<file path="src/rtl/decode_stage_pipe_pkg.sv">
`default_nettype none
// ============================================================================
// Module   : decode_stage_pipe_pkg
// Brief    : uDLX decode constants, decoded-bundle type and its NOP default.
// Revision : 1.0 - initial release
// ============================================================================
package decode_stage_pipe_pkg;

  localparam int INSTR_W      = 32;
  localparam int DATA_W       = 32;
  localparam int OPCODE_W     = 6;
  localparam int FUNC_W       = 6;
  localparam int REG_W        = 5;
  localparam int IMM_W        = 16;
  localparam int PCOFF_W      = 26;
  localparam int BUBBLE_CNT_W = 16;

  localparam logic [OPCODE_W-1:0] R_TYPE = 6'h00;
  localparam logic [OPCODE_W-1:0] JPC    = 6'h02;
  localparam logic [OPCODE_W-1:0] BEQZ   = 6'h04;
  localparam logic [OPCODE_W-1:0] BNEZ   = 6'h05;
  localparam logic [OPCODE_W-1:0] BRFL   = 6'h06;
  localparam logic [OPCODE_W-1:0] ADDI   = 6'h08;
  localparam logic [OPCODE_W-1:0] SUBI   = 6'h0A;
  localparam logic [OPCODE_W-1:0] ANDI   = 6'h0C;
  localparam logic [OPCODE_W-1:0] ORI    = 6'h0D;
  localparam logic [OPCODE_W-1:0] JR     = 6'h12;
  localparam logic [OPCODE_W-1:0] LW     = 6'h23;
  localparam logic [OPCODE_W-1:0] SW     = 6'h2B;

  typedef struct packed {
    logic [OPCODE_W-1:0] opcode;
    logic [FUNC_W-1:0]   func;
    logic [REG_W-1:0]    rs1;
    logic [REG_W-1:0]    rs2;
    logic                rd_en1;
    logic                rd_en2;
    logic [REG_W-1:0]    rd;
    logic                wr_en;
    logic [DATA_W-1:0]   imm;
    logic                imm_inst;
    logic [DATA_W-1:0]   pc_off;
    logic                mem_rd;
    logic                mem_wr;
    logic                wb_sel;
    logic                branch;
    logic                jump;
    logic                jump_r;
    logic                illegal;
  } bundle_t;

  localparam bundle_t NOP_BUNDLE = '0;

endpackage : decode_stage_pipe_pkg
`default_nettype wire

</file>
<file path="src/rtl/decode_stage_pipe_decode_fields.sv">
`default_nettype none
// ============================================================================
// Module   : decode_fields
// Brief    : Combinational uDLX opcode-to-bundle decoder with sign extension.
// Revision : 1.0 - initial release
// ============================================================================
import decode_stage_pipe_pkg::*;

module decode_fields #(
  parameter int INSTRUCTION_WIDTH = INSTR_W,
  parameter int DATA_WIDTH        = DATA_W,
  parameter int OPCODE_WIDTH      = OPCODE_W,
  parameter int FUNCTION_WIDTH    = FUNC_W,
  parameter int REG_ADDR_WIDTH    = REG_W,
  parameter int IMEDIATE_WIDTH    = IMM_W,
  parameter int PC_OFFSET_WIDTH   = PCOFF_W
) (
  input  logic [INSTRUCTION_WIDTH-1:0] i_instruction,
  output bundle_t                      o_bundle
);

  localparam int c_RS1_MSB = INSTRUCTION_WIDTH - OPCODE_WIDTH - 1;
  localparam int c_RS2_MSB = c_RS1_MSB - REG_ADDR_WIDTH;
  localparam int c_RD_MSB  = c_RS2_MSB - REG_ADDR_WIDTH;

  logic [OPCODE_WIDTH-1:0]   w_opcode;
  logic [REG_ADDR_WIDTH-1:0] w_rs1;
  logic [REG_ADDR_WIDTH-1:0] w_rs2;
  logic [REG_ADDR_WIDTH-1:0] w_rd_r;
  logic [DATA_WIDTH-1:0]     w_imm_sext;
  logic [DATA_WIDTH-1:0]     w_pcoff_sext;

  assign w_opcode     = i_instruction[INSTRUCTION_WIDTH-1 -: OPCODE_WIDTH];
  assign w_rs1        = i_instruction[c_RS1_MSB -: REG_ADDR_WIDTH];
  assign w_rs2        = i_instruction[c_RS2_MSB -: REG_ADDR_WIDTH];
  assign w_rd_r       = i_instruction[c_RD_MSB -: REG_ADDR_WIDTH];
  assign w_imm_sext   = {{(DATA_WIDTH-IMEDIATE_WIDTH){i_instruction[IMEDIATE_WIDTH-1]}},
                         i_instruction[IMEDIATE_WIDTH-1:0]};
  assign w_pcoff_sext = {{(DATA_WIDTH-PC_OFFSET_WIDTH){i_instruction[PC_OFFSET_WIDTH-1]}},
                         i_instruction[PC_OFFSET_WIDTH-1:0]};

  always_comb begin
    o_bundle        = NOP_BUNDLE;
    o_bundle.opcode = w_opcode;
    case (w_opcode)
      R_TYPE: begin
        // The all-zero word shares the R-type opcode but is the canonical NOP.
        if (i_instruction != '0) begin
          o_bundle.func   = i_instruction[FUNCTION_WIDTH-1:0];
          o_bundle.rs1    = w_rs1;
          o_bundle.rs2    = w_rs2;
          o_bundle.rd     = w_rd_r;
          o_bundle.rd_en1 = 1'b1;
          o_bundle.rd_en2 = 1'b1;
          o_bundle.wr_en  = 1'b1;
        end
      end
      ADDI, SUBI, ANDI, ORI, LW: begin
        o_bundle.rs1      = w_rs1;
        o_bundle.rd_en1   = 1'b1;
        o_bundle.rd       = w_rs2;
        o_bundle.wr_en    = 1'b1;
        o_bundle.imm      = w_imm_sext;
        o_bundle.imm_inst = 1'b1;
        o_bundle.mem_rd   = (w_opcode == LW);
        o_bundle.wb_sel   = (w_opcode == LW);
      end
      SW: begin
        o_bundle.rs1      = w_rs1;
        o_bundle.rs2      = w_rs2;
        o_bundle.rd_en1   = 1'b1;
        o_bundle.rd_en2   = 1'b1;
        o_bundle.imm      = w_imm_sext;
        o_bundle.imm_inst = 1'b1;
        o_bundle.mem_wr   = 1'b1;
      end
      BEQZ, BNEZ, BRFL: begin
        o_bundle.rs1    = w_rs1;
        o_bundle.rd_en1 = 1'b1;
        o_bundle.imm    = w_imm_sext;
        o_bundle.branch = 1'b1;
      end
      JR: begin
        o_bundle.rs1    = w_rs1;
        o_bundle.rd_en1 = 1'b1;
        o_bundle.jump   = 1'b1;
        o_bundle.jump_r = 1'b1;
      end
      JPC: begin
        o_bundle.pc_off = w_pcoff_sext;
        o_bundle.jump   = 1'b1;
      end
      default: o_bundle.illegal = 1'b1;
    endcase
  end

endmodule : decode_fields
`default_nettype wire

</file>
<file path="src/rtl/decode_stage_pipe.sv">
`default_nettype none
// ============================================================================
// Module   : decode_stage_pipe
// Brief    : Registered valid/ready uDLX decode stage with flush and load-use
//            interlock (interlock enabled by UDLX_LOAD_USE_INTERLOCK_EN).
// Revision : 1.0 - initial release
// ============================================================================
import decode_stage_pipe_pkg::*;

module decode_stage_pipe #(
  parameter int INSTRUCTION_WIDTH = INSTR_W,
  parameter int DATA_WIDTH        = DATA_W,
  parameter int OPCODE_WIDTH      = OPCODE_W,
  parameter int FUNCTION_WIDTH    = FUNC_W,
  parameter int REG_ADDR_WIDTH    = REG_W,
  parameter int IMEDIATE_WIDTH    = IMM_W,
  parameter int PC_OFFSET_WIDTH   = PCOFF_W
) (
  input  logic                         clk,
  input  logic                         rst,
  input  logic                         in_valid,
  output logic                         in_ready,
  input  logic [INSTRUCTION_WIDTH-1:0] instruction_in,
  input  logic [DATA_WIDTH-1:0]        pc_in,
  input  logic                         flush_in,
  input  logic                         out_ready,
  output logic                         out_valid,
  output logic [DATA_WIDTH-1:0]        pc_out,
  output logic [OPCODE_WIDTH-1:0]      opcode_out,
  output logic [FUNCTION_WIDTH-1:0]    inst_function_out,
  output logic [REG_ADDR_WIDTH-1:0]    reg_rd_addr1_out,
  output logic [REG_ADDR_WIDTH-1:0]    reg_rd_addr2_out,
  output logic                         reg_rd_en1_out,
  output logic                         reg_rd_en2_out,
  output logic [REG_ADDR_WIDTH-1:0]    reg_wr_addr_out,
  output logic                         reg_wr_en_out,
  output logic [DATA_WIDTH-1:0]        immediate_out,
  output logic                         imm_inst_out,
  output logic [DATA_WIDTH-1:0]        pc_offset_out,
  output logic                         mem_data_rd_en_out,
  output logic                         mem_data_wr_en_out,
  output logic                         write_back_mux_sel_out,
  output logic                         branch_inst_out,
  output logic                         jump_inst_out,
  output logic                         jump_use_r_out,
  output logic                         illegal_inst_out,
  output logic [BUBBLE_CNT_W-1:0]      bubble_count_out
);

  bundle_t               w_dec;
  bundle_t               r_bundle;
  logic                  r_valid;
  logic [DATA_WIDTH-1:0] r_pc;
  logic                  w_advance;
  logic                  w_hazard;
  logic                  w_accept;

  decode_fields #(
    .INSTRUCTION_WIDTH (INSTRUCTION_WIDTH),
    .DATA_WIDTH        (DATA_WIDTH),
    .OPCODE_WIDTH      (OPCODE_WIDTH),
    .FUNCTION_WIDTH    (FUNCTION_WIDTH),
    .REG_ADDR_WIDTH    (REG_ADDR_WIDTH),
    .IMEDIATE_WIDTH    (IMEDIATE_WIDTH),
    .PC_OFFSET_WIDTH   (PC_OFFSET_WIDTH)
  ) u_decode_fields (
    .i_instruction (instruction_in),
    .o_bundle      (w_dec)
  );

  assign w_advance = !r_valid || out_ready;

`ifdef UDLX_LOAD_USE_INTERLOCK_EN
  logic                    w_src_match;
  logic [BUBBLE_CNT_W-1:0] r_bubble_count;

  assign w_src_match = (w_dec.rd_en1 && (w_dec.rs1 == r_bundle.rd)) ||
                       (w_dec.rd_en2 && (w_dec.rs2 == r_bundle.rd));
  assign w_hazard    = r_valid && r_bundle.mem_rd && (r_bundle.rd != '0) &&
                       in_valid && w_src_match;

  always_ff @(posedge clk) begin
    if (rst) begin
      r_bubble_count <= '0;
    end else if (!flush_in && w_advance && w_hazard && (r_bubble_count != '1)) begin
      r_bubble_count <= r_bubble_count + 1'b1;
    end
  end

  assign bubble_count_out = r_bubble_count;
`else
  assign w_hazard         = 1'b0;
  assign bubble_count_out = '0;
`endif

  // Flush keeps the port open so the squashed fetch drains in the same cycle.
  assign in_ready = !rst && (flush_in || (w_advance && !w_hazard));
  assign w_accept = in_valid && in_ready;

  always_ff @(posedge clk) begin
    if (rst || flush_in) begin
      r_valid  <= 1'b0;
      r_bundle <= NOP_BUNDLE;
      r_pc     <= '0;
    end else if (w_advance) begin
      if (w_accept) begin
        r_valid  <= 1'b1;
        r_bundle <= w_dec;
        r_pc     <= pc_in;
      end else begin
        r_valid  <= 1'b0;
        r_bundle <= NOP_BUNDLE;
        r_pc     <= '0;
      end
    end
  end

  assign out_valid              = r_valid;
  assign pc_out                 = r_pc;
  assign opcode_out             = r_bundle.opcode;
  assign inst_function_out      = r_bundle.func;
  assign reg_rd_addr1_out       = r_bundle.rs1;
  assign reg_rd_addr2_out       = r_bundle.rs2;
  assign reg_rd_en1_out         = r_bundle.rd_en1;
  assign reg_rd_en2_out         = r_bundle.rd_en2;
  assign reg_wr_addr_out        = r_bundle.rd;
  assign reg_wr_en_out          = r_bundle.wr_en;
  assign immediate_out          = r_bundle.imm;
  assign imm_inst_out           = r_bundle.imm_inst;
  assign pc_offset_out          = r_bundle.pc_off;
  assign mem_data_rd_en_out     = r_bundle.mem_rd;
  assign mem_data_wr_en_out     = r_bundle.mem_wr;
  assign write_back_mux_sel_out = r_bundle.wb_sel;
  assign branch_inst_out        = r_bundle.branch;
  assign jump_inst_out          = r_bundle.jump;
  assign jump_use_r_out         = r_bundle.jump_r;
  assign illegal_inst_out       = r_bundle.illegal;

endmodule : decode_stage_pipe
`default_nettype wire

</file>
<file path="config.mk">
export PLATFORM = sky130hd
export DESIGN_NAME = decode_stage_pipe
export DESIGN_NICKNAME = d
export VERILOG_FILES = /design/src/rtl/decode_stage_pipe_pkg.sv /design/src/rtl/decode_stage_pipe_decode_fields.sv /design/src/rtl/decode_stage_pipe.sv
export SDC_FILE = /design/constraint.sdc
export NUM_CORES = 1
export LEC_CHECK = 0
export ABC_AREA = 1
export CAP_MARGIN = 5
export CORE_UTILIZATION = 45
export CTS_CLUSTER_SIZE = 24
export DETAILED_ROUTE_END_ITERATION = 16
export PLACE_DENSITY = 0.89
export SYNTH_ARGS = -nofsm -noshare
export SYNTH_HDL_FRONTEND = slang
export SYNTH_SLANG_ARGS = --single-unit
export TNS_END_PERCENT = 30
</file>
<file path="constraint.sdc">
create_clock -name clk -period 2 [get_ports clk]
set_input_delay 0.2 -clock clk [delete_from_list [all_inputs] [get_ports clk]]
set_output_delay 0.2 -clock clk [all_outputs]
set_load 0.05 [all_outputs]
</file>
==> impl_metrics.csv <==
group,metric,value,unit
outcome,run_status,"completed",
finish,nNetsFinal,833,
setup_path,rr_endpoint,"reg_rd_addr2_out[4]",
route,avgRoutedWirePerCell,14.7,um
timing,fin_setup_tns,0,ns
global_route,number_of_antenna_violations_at_the_first_check_in_global_routing,0,
power,p_leak,2.41,nW
clock_tree,max-clock-path-buffers,2,
place,dp.final_hpwl,9680,um
clock_tree,cts.sinks,112,
timing,final_min_period_over_clock_period,96.5,%
yosys,synthCells,597,
setup_path,reg2reg_from,"out_valid",
setup_path,worstSetupEndpointType,"output port",
route,postRouteAntennaNets,0,
setup_path,critical_path.slowest_cell,"clkdlybuf4s50_1",
global_route,grt_pass1_wl,21300,um
yosys,mean_syn_cell_area,7.96,um^2
finish,layout_stage_area_growth_over_the_synthesis_result,43.7,%
min_path,min_delay_worst_endpoint,"pc_out[29]",
clock_tree,post_cts.repair.setup_buffers,0,
floorplanning,die-area,11000,um^2
timing,maxSlewViolCount,0,
min_path,worstHoldStart,"pc_in[29]",
global_route,grt-ovfl-total,0,
clock_tree,cts_tree,"done",
setup_path,top_delay_family_on_crit_path,"buffers and inverters",
timing,setup_repair_after_global_routing_missed_its_margin,"false",
yosys,yosysTopAreaCell,"dfxtp_1",
timing,worst_slew_margin_rel,58.3,%
clock_tree,clock_latency_reported_for_the_late_side_of_the_worst_skew_pair,0.36,ns
power,power_density,590,nW/um^2
timing,worst_slew_pin_tran,0.625,ns
clock_tree,ctsResizeCount,0,
floorplanning,core.rowCount,37,
finish,ant_diodes,0,
setup_path,critical_path.startpoint_type,"flip-flop",
finish,regArea,2240,um^2
route,detail_route.first_pass.iterations,5,
route,num_vias,4569,
global_route,maximum_number_of_pins_on_one_net_before_global_route_repair,84,
yosys,ys.warnings.count,0,
setup_path,path_max_fanout,8,
place,gp_congestion,0.868,
yosys,syn-cell-area,4750,um^2
yosys,yosysTopAreaCellShare,47.2,%
setup_path,rr_worst_depth,6,
place,port-buffer-count,204,
route,drt_wl_total,13300,um
floorplanning,core-area,10300,um^2
route,drcViolationCount,0,
timing,max_clock_freq,518,MHz
clock_tree,cts_h_tree_lvls,3,
setup_path,cp.arrival,1.73,ns
timing,finalHoldViolCount,0,
setup_path,worst-setup-path-type,"reg2out",
floorplanning,fp.dieH,105,um
global_route,vias_in_the_first_global_route,4290,
finish,final_cells,905,
floorplanning,initial_core_util,46.2,%
clock_tree,clock-root-buffer,"clkbuf_8",
finish,fillers,805,
setup_path,critical_path.cell_chain,"clkdlybuf4s50_1",
power,total_power,4.03,mW
clock_tree,cts.hold.buffers_added,0,
setup_path,required,1.80,ns
floorplanning,floorplan.io_pins,221,
yosys,yosysUniqueCellTypes,28,
yosys,synth_top_cells_by_area,"dfxtp_1 (47%), nand2_1 (13%), a21oi_1 (8.5%), buf_4 (7.1%), nand3_1 (4.2%)",
route,drt_iter0_drc,346,
timing,report.final.setup_viol,0,
job,maxCapViolations,0,
setup_path,r2r_slack,0.52,ns
yosys,synth_seq_cells,112,
place,place.detailed.instances,889,
power,vdd.ir_drop.worst,347,uV
route,viasPerCell,5.05,
finish,layout-drive-gt1-share,12.0,%
timing,clock_skew,0.0106,ns
min_path,hold_class,"in2reg",
setup_path,number_of_buffer_and_inverter_instances_along_the_worst_setup_path,1,
min_path,timing.hold.worst_path_depth,3,
timing,shortest_period_the_worst_path_allows,1.93,ns
setup_path,cp_slowest_stage_delay,0.87,ns
clock_tree,numCtsBuffers,9,
floorplanning,chipWidth,105,um
finish,multi_input_comb_area,2010,um^2
global_route,grt.total_usage,23.9,%
yosys,synth.yosys.seq_area_share,47.2,%
clock_tree,clk_transition_reported_paths,0.10,ns
routing by layer:
layer,part of all wire [%],track usage [%],vias to the layer above
met5,0,0,-
met4,0.86,7.24,0
met3,8.6,6.86,10
met2,49,40.3,182
met1,41,29.4,2135
li1,-,-,2242
worst max-delay path by stage:
stage	startpoint	end	slack, ns	cells past startpoint
3_5_place_dp	instruction_in[30]	reg_rd_addr2_out[4]	0.06	8
3_3_place_gp	instruction_in[30]	reg_rd_addr2_out[4]	0.11	8
2_1_floorplan	out_valid	immediate_out[30]	0.35	6
4_1_cts	pc_offset_out[30]	pc_offset_out[27]	0.02	1
6_report	pc_offset_out[30]	pc_offset_out[27]	0.07	1
5_1_grt	pc_offset_out[30]	pc_offset_out[26]	0.006	1
area by class of cell:
cell class	instances	share of cell area, %
Sequential cell	112	32.8
Timing Repair Buffer	218	31.6
Multi-Input combinational cell	404	29.4
Tap cell	136	2.49
Clock buffer	10	1.87
Inverter	19	1.10
Clock inverter	6	0.641
registers in the layout (all words and copies together), names as in the netlist:
name	cells
reg_rd_addr1_out	5
branch_inst_out	1
reg_rd_addr2_out	5
pc_out	32
pc_offset_out	26
inst_function_out	6
mem_data_wr_en_out	1
out_valid	1
reg_rd_en1_out	1
reg_wr_en_out	1
immediate_out	16
jump_use_r_out	1
imm_inst_out	1
reg_rd_en2_out	1
mem_data_rd_en_out	1
jump_inst_out	1
illegal_inst_out	1
opcode_out	6
reg_wr_addr_out	5
power by group:
group          switching (mW)  internal [mW]  total [mW]
combinational           0.357          0.210       0.566
sequential            0.00918           2.25        2.26
clock                   0.744          0.459        1.20
total                    1.11           2.92        4.03
cells in the final DEF (no fill, tap or decap), drive strengths merged, types with 2 or more instances in the layout:
cell | netlist | routed
a21oi | 91 | 91
a31oi | 2 | 2
a32oi | 18 | 18
buf | 56 | 32
clkbuf | 21 | 10
clkdlybuf4s50 | 0 | 183
clkinv | 0 | 7
conb | 1 | 16
dfxtp | 112 | 112
dlymetal6s2s | 0 | 3
inv | 19 | 17
nand2 | 163 | 163
nand3 | 55 | 55
nor2 | 52 | 52
o21ai | 2 | 2
or2 | 2 | 2
cell families (layout without fill, tap and decap cells):
logic type             Yosys count  count (layout)  synth area share (%)
other                            1              16                0.0789
DFF                            112             112                  47.2
AOI/OAI and AO/OA              115             115                  14.6
and+or+nand+nor                273             273                  26.4
buffers and inverters           96             253                  11.7
Yosys cell counts (all sizes together):
master and instances:
a21oi 91, a22oi 1, a2bb2oi 1, a31oi 2, a32oi 18, buf 56, clkbuf 21, conb 1
dfxtp 112, inv 19, nand2 163, nand3 55, nor2 52, nor3 1, o21ai 2, or2 2
metrics by stage:
| stage | area [um^2] | util, % | worst slack, ns | hold slack, ns |
|---|---|---|---|---|
| after floorplan | 4810 | - | 0.348 | 0.343 |
| after global routing | 6830 | 66.4 | 0.00614 | 0.386 |
| after CTS | 6820 | 66.4 | 0.0226 | 0.375 |
| after detailed placement | 6650 | 64.7 | 0.0553 | 0.454 |
| final | 6830 | 66.4 | 0.0710 | 0.391 |
| after global placement | 6650 | 64.7 | 0.109 | 0.453 |
worst min-delay path: stages:
cell,delay [ns]
clkdlybuf4s50_1,0.39
nand2_1,0.06
a21oi_1,0.05
Power figures use the tool's default switching activity.
==> edit 1 (same flow settings) <==
Change the package constant `DATA_W` from 32 to 64.
--- a/src/rtl/decode_stage_pipe_pkg.sv
+++ b/src/rtl/decode_stage_pipe_pkg.sv
@@ -7,7 +7,7 @@
 package decode_stage_pipe_pkg;
 
   localparam int INSTR_W      = 32;
-  localparam int DATA_W       = 32;
+  localparam int DATA_W       = 64;
   localparam int OPCODE_W     = 6;
   localparam int FUNC_W       = 6;
   localparam int REG_W        = 5;
Interface: changed (resized immediate_out, pc_in, pc_offset_out and pc_out); port bits go from 221 to 349. The function was not compared with the original's and may differ.
==> edit 1 against the original RTL <==
Area after synthesis increased by 31%. Sequential cell count increased by 32. Wire length increased by 61%. First-iteration DRC count increased by 56%. Setup slack improved by 97 ps. Sequential share of layout area decreased by 5.9 points. Design area increased by 57%. Highest routed layer unchanged. Total power increased by 76%.
==> edit 1: results (changes against the original RTL) <==
[layout]
largest_reg_flops = 64  ; +100%
drive_gt1_frac = 0.147  ; +0.0275
final_nets = 1183  ; +42%
n_fill_cell = 803  ; -0.25%

[setup_path]
regToRegSetupSlack_ps = 460  ; -60 ps
worstSetupEndpoint = mem_data_rd_en_out
r2r_start = out_valid
crit_family = buffers and inverters
cpPeakStageDelay_ps = 840  ; -30 ps
startpoint = mem_data_rd_en_out
crit_arrival_ps = 1630  ; -100 ps
worstPathMaxFanout = 3  ; -5
reg2reg_depth = 8  ; +2
r2r_end = pc_out[51]

[synth]
synth_area_leaders = dfxtp_1 (46%), nand2_1 (16%), buf_4 (13%)
async_reset_ff_frac = 0  ; unchanged
yosysSeqAreaShare = 0.464  ; -0.00750
synth-main-ff-cell = dfxtp_1
yosys-top-cells-count = nand2_1 (270), dfxtp_1 (144), a21oi_1 (124), buf_4 (104), nor2_1 (59)
synth.distinct_cells = 24  ; -14%
synthCells = 838  ; +40%

[placed_design]
dp_cells = 1239  ; +39%
place_hpwl_microns = 16000  ; +65%
place.gp.congestion = 0.847  ; -2.4%
port_buffers = 332  ; +63%

[global_route]
grt_pass1_wl_microns = 32800  ; +54%
grt_use_total = 0.297  ; +0.0586
grt_start_max_net_pins = 144  ; +71%
antenna_found_initial = 0  ; unchanged
grt_pass1_vias = 6010  ; +40%

[clocking]
clkTransAtPathRegs_ps = 60  ; -40 ps
root_buffer = clkbuf_16
insertion_delay_ps = 410  ; +50 ps
clockBufferDepth = 2  ; unchanged
cts_setup_buffers = 0  ; unchanged
cts_buffers = 17  ; +8
htree_levels = 4  ; +1

[drt]
via_per_inst = 4.99  ; -1.3%
dr.pass1.iters = 6  ; +1
vias = 6331  ; +39%
drt_iter0_markers = 541  ; +56%
wl_microns = 21400  ; +61%

[worst_hold_path]
hp-start = pc_in[9]
min_to = pc_out[9]

[pwr]
vdd_drop_max_mv = 0.669  ; +93%
cellLeakagePower_nw = 3.99  ; +66%
swShare = 0.233  ; -0.0425

[sta]
skew_ps = 9.58  ; -0.977 ps
hold_viol = 0  ; unchanged
slew-limit-headroom = 0.573  ; -0.00959

[status]
run_status = complete, no violations

[edit 1: final cells by class]
class / instances / area share
Inverter: 36 / 0.0128
Clock inverter: 9 / 0.0145
Sequential cell: 144 / 0.269
Timing Repair Buffer: 358 / 0.424
Tap cell: 176 / 0.0206
Clock buffer: 22 / 0.0452
Multi-Input combinational cell: 525 / 0.214
[edit 1: metrics by stage]
step	worst slack (ps)	total power, W	hold slack, ps	cell area [sq um]
4_1_cts	157	0.00712	327	10700
6_report	168	0.00708	337	10700
2_1_floorplan	31.4	0.00338	343	6260
3_5_place_dp	111	0.00374	454	10100
3_3_place_gp	193	0.00373	450	10100
5_1_grt	124	0.00728	341	10700
[edit 1: kinds of logic after synthesis]
group | after synthesis | share of synthesized area
and+or+nand+nor | 367 | 0.237
buffers and inverters | 184 | 0.177
DFF | 144 | 0.464
AOI/OAI and AO/OA | 142 | 0.122
other | 1 | 0.000604
[edit 1: per-layer routing]
| layer | part of all wire | global-route usage |
|---|---|---|
| met1 | 0.36 | 0.326 |
| met2 | 0.53 | 0.540 |
| met3 | 0.082 | 0.0838 |
| met4 | 0.018 | 0.110 |
| met5 | 0 | 0 |
[edit 1: power by group through the flow]
| stage | combinational [W] | sequential (W) | clock (W) |
|---|---|---|---|
| floorplan | 0.000307 | 0.00307 | 0 |
| global placement | 0.000753 | 0.00297 | 0 |
| detailed placement | 0.000762 | 0.00297 | 0 |
| CTS | 0.000768 | 0.00291 | 0.00344 |
| global route | 0.000813 | 0.00291 | 0.00355 |
| finish | 0.000772 | 0.00291 | 0.00339 |
==> edit 2 (same flow settings) <==
Without the edit above. Add a define of `UDLX_LOAD_USE_INTERLOCK_EN`.
--- a/src/rtl/decode_stage_pipe.sv
+++ b/src/rtl/decode_stage_pipe.sv
@@ -5,6 +5,8 @@
 //            interlock (interlock enabled by UDLX_LOAD_USE_INTERLOCK_EN).
 // Revision : 1.0 - initial release
 // ============================================================================
+`define UDLX_LOAD_USE_INTERLOCK_EN
+
 import decode_stage_pipe_pkg::*;
 
 module decode_stage_pipe #(
Function: changed (Yosys sat finds a counterexample within 4 cycles, from zero or initial values and one cycle with rst high).
==> edit 2 against the original RTL <==
Largest cell class is now multi-input combinational cells. Maximum frequency is 15% lower. Clock skew is 4.2 ps lower. Critical endpoint is now in_ready. Sequential share of layout area is 8.2 points lower. Core utilization is 8.3 points higher. Die area is 38% higher. Setup slack worse by 340 ps. Register-to-register slack worse by 690 ps. The flow now finishes with violations (setup timing). Area after synthesis is 39% higher. Total power is 65% higher. Combinational power is 36% higher. Count of clock-buffer cells in the layout is 10 higher. Design area is 54% higher. Wire length is 76% higher. Sequential cell count is 16 higher.
==> edit 2: results (changes against the original RTL) <==
[status]
run_status = complete, but fails checks
violations = setup timing

[setup_path]
crit_family = simple AND/OR/NAND/NOR gates
startpoint = instruction_in[29]
r2r_start = reg_wr_addr_out[2]
cpPeakStageDelay_ps = 270  ; -600 ps

[placed_design]
dp_cells = 1528  ; +72%
pre_cts_ws_ps = -821  ; -876 ps
place.gp.congestion = 0.938  ; +8.0%

[sta]
finalSetupViolations = 128  ; +128
timing.final.ws_setup_ps = -265  ; -336 ps
skew_ps = 6.33  ; -4.23 ps

[drt]
wl_met3_microns = 2100  ; +82%
routed-wl-met2_microns = 11500  ; +75%
wl_per_cell_microns = 14.9  ; +1.2%
drt_iter0_markers = 462  ; +34%

[clocking]
insertion_delay_ps = 430  ; +70 ps
root_buffer = clkbuf_16
cts_buffers = 17  ; +8
cts-resized-gates = 91  ; +91

[global_route]
grt_pass1_vias = 7252  ; +69%
grt_start_max_net_pins = 77  ; -8.3%
met3_usage = 0.111  ; +0.0421
grt_pass1_wl_microns = 35500  ; +66%

[synth]
yosysSeqAreaShare = 0.387  ; -0.0845

[pwr]
cellLeakagePower_nw = 4.17  ; +73%

[layout]
multi_input_area_sq_mm = 0.00318  ; +58%

==> edit 2: final cells by class <==
class | instances | area share
timing repair buffer | 323 | 0.301
clock buffer | 20 | 0.0424
inverter | 191 | 0.0689
sequential | 128 | 0.247
multi-input combinational | 722 | 0.301
tap | 180 | 0.0214
antenna | 1 | 0.000238
timing repair inverter | 1 | 0.000356
clock inverter | 12 | 0.0173
==> edit 2: worst reg2reg max path, stage by stage, from the launching register on <==
cell and delay [ps]:
dfxtp_2 350, inv_4 50, nand2_2 50, o21ai_2 50, nor2_2 110, o2111ai_2 150, nor2_2 150, nand3_1 110
nand2_1 110, nand2_2 80, buf_4 150, nor3_4 140, nand2_4 140, buf_4 190, o21ai_2 150, nand2_1 70
nor2_1 80
==> edit 2: path summary, 6_finish.rpt <==
path | endpoint | slack [ps]
min | opcode_out[2] | 280
min reg2reg | bubble_count_out[4] | 500
max reg2reg | bubble_count_out[11] | -170
max | in_ready | -270
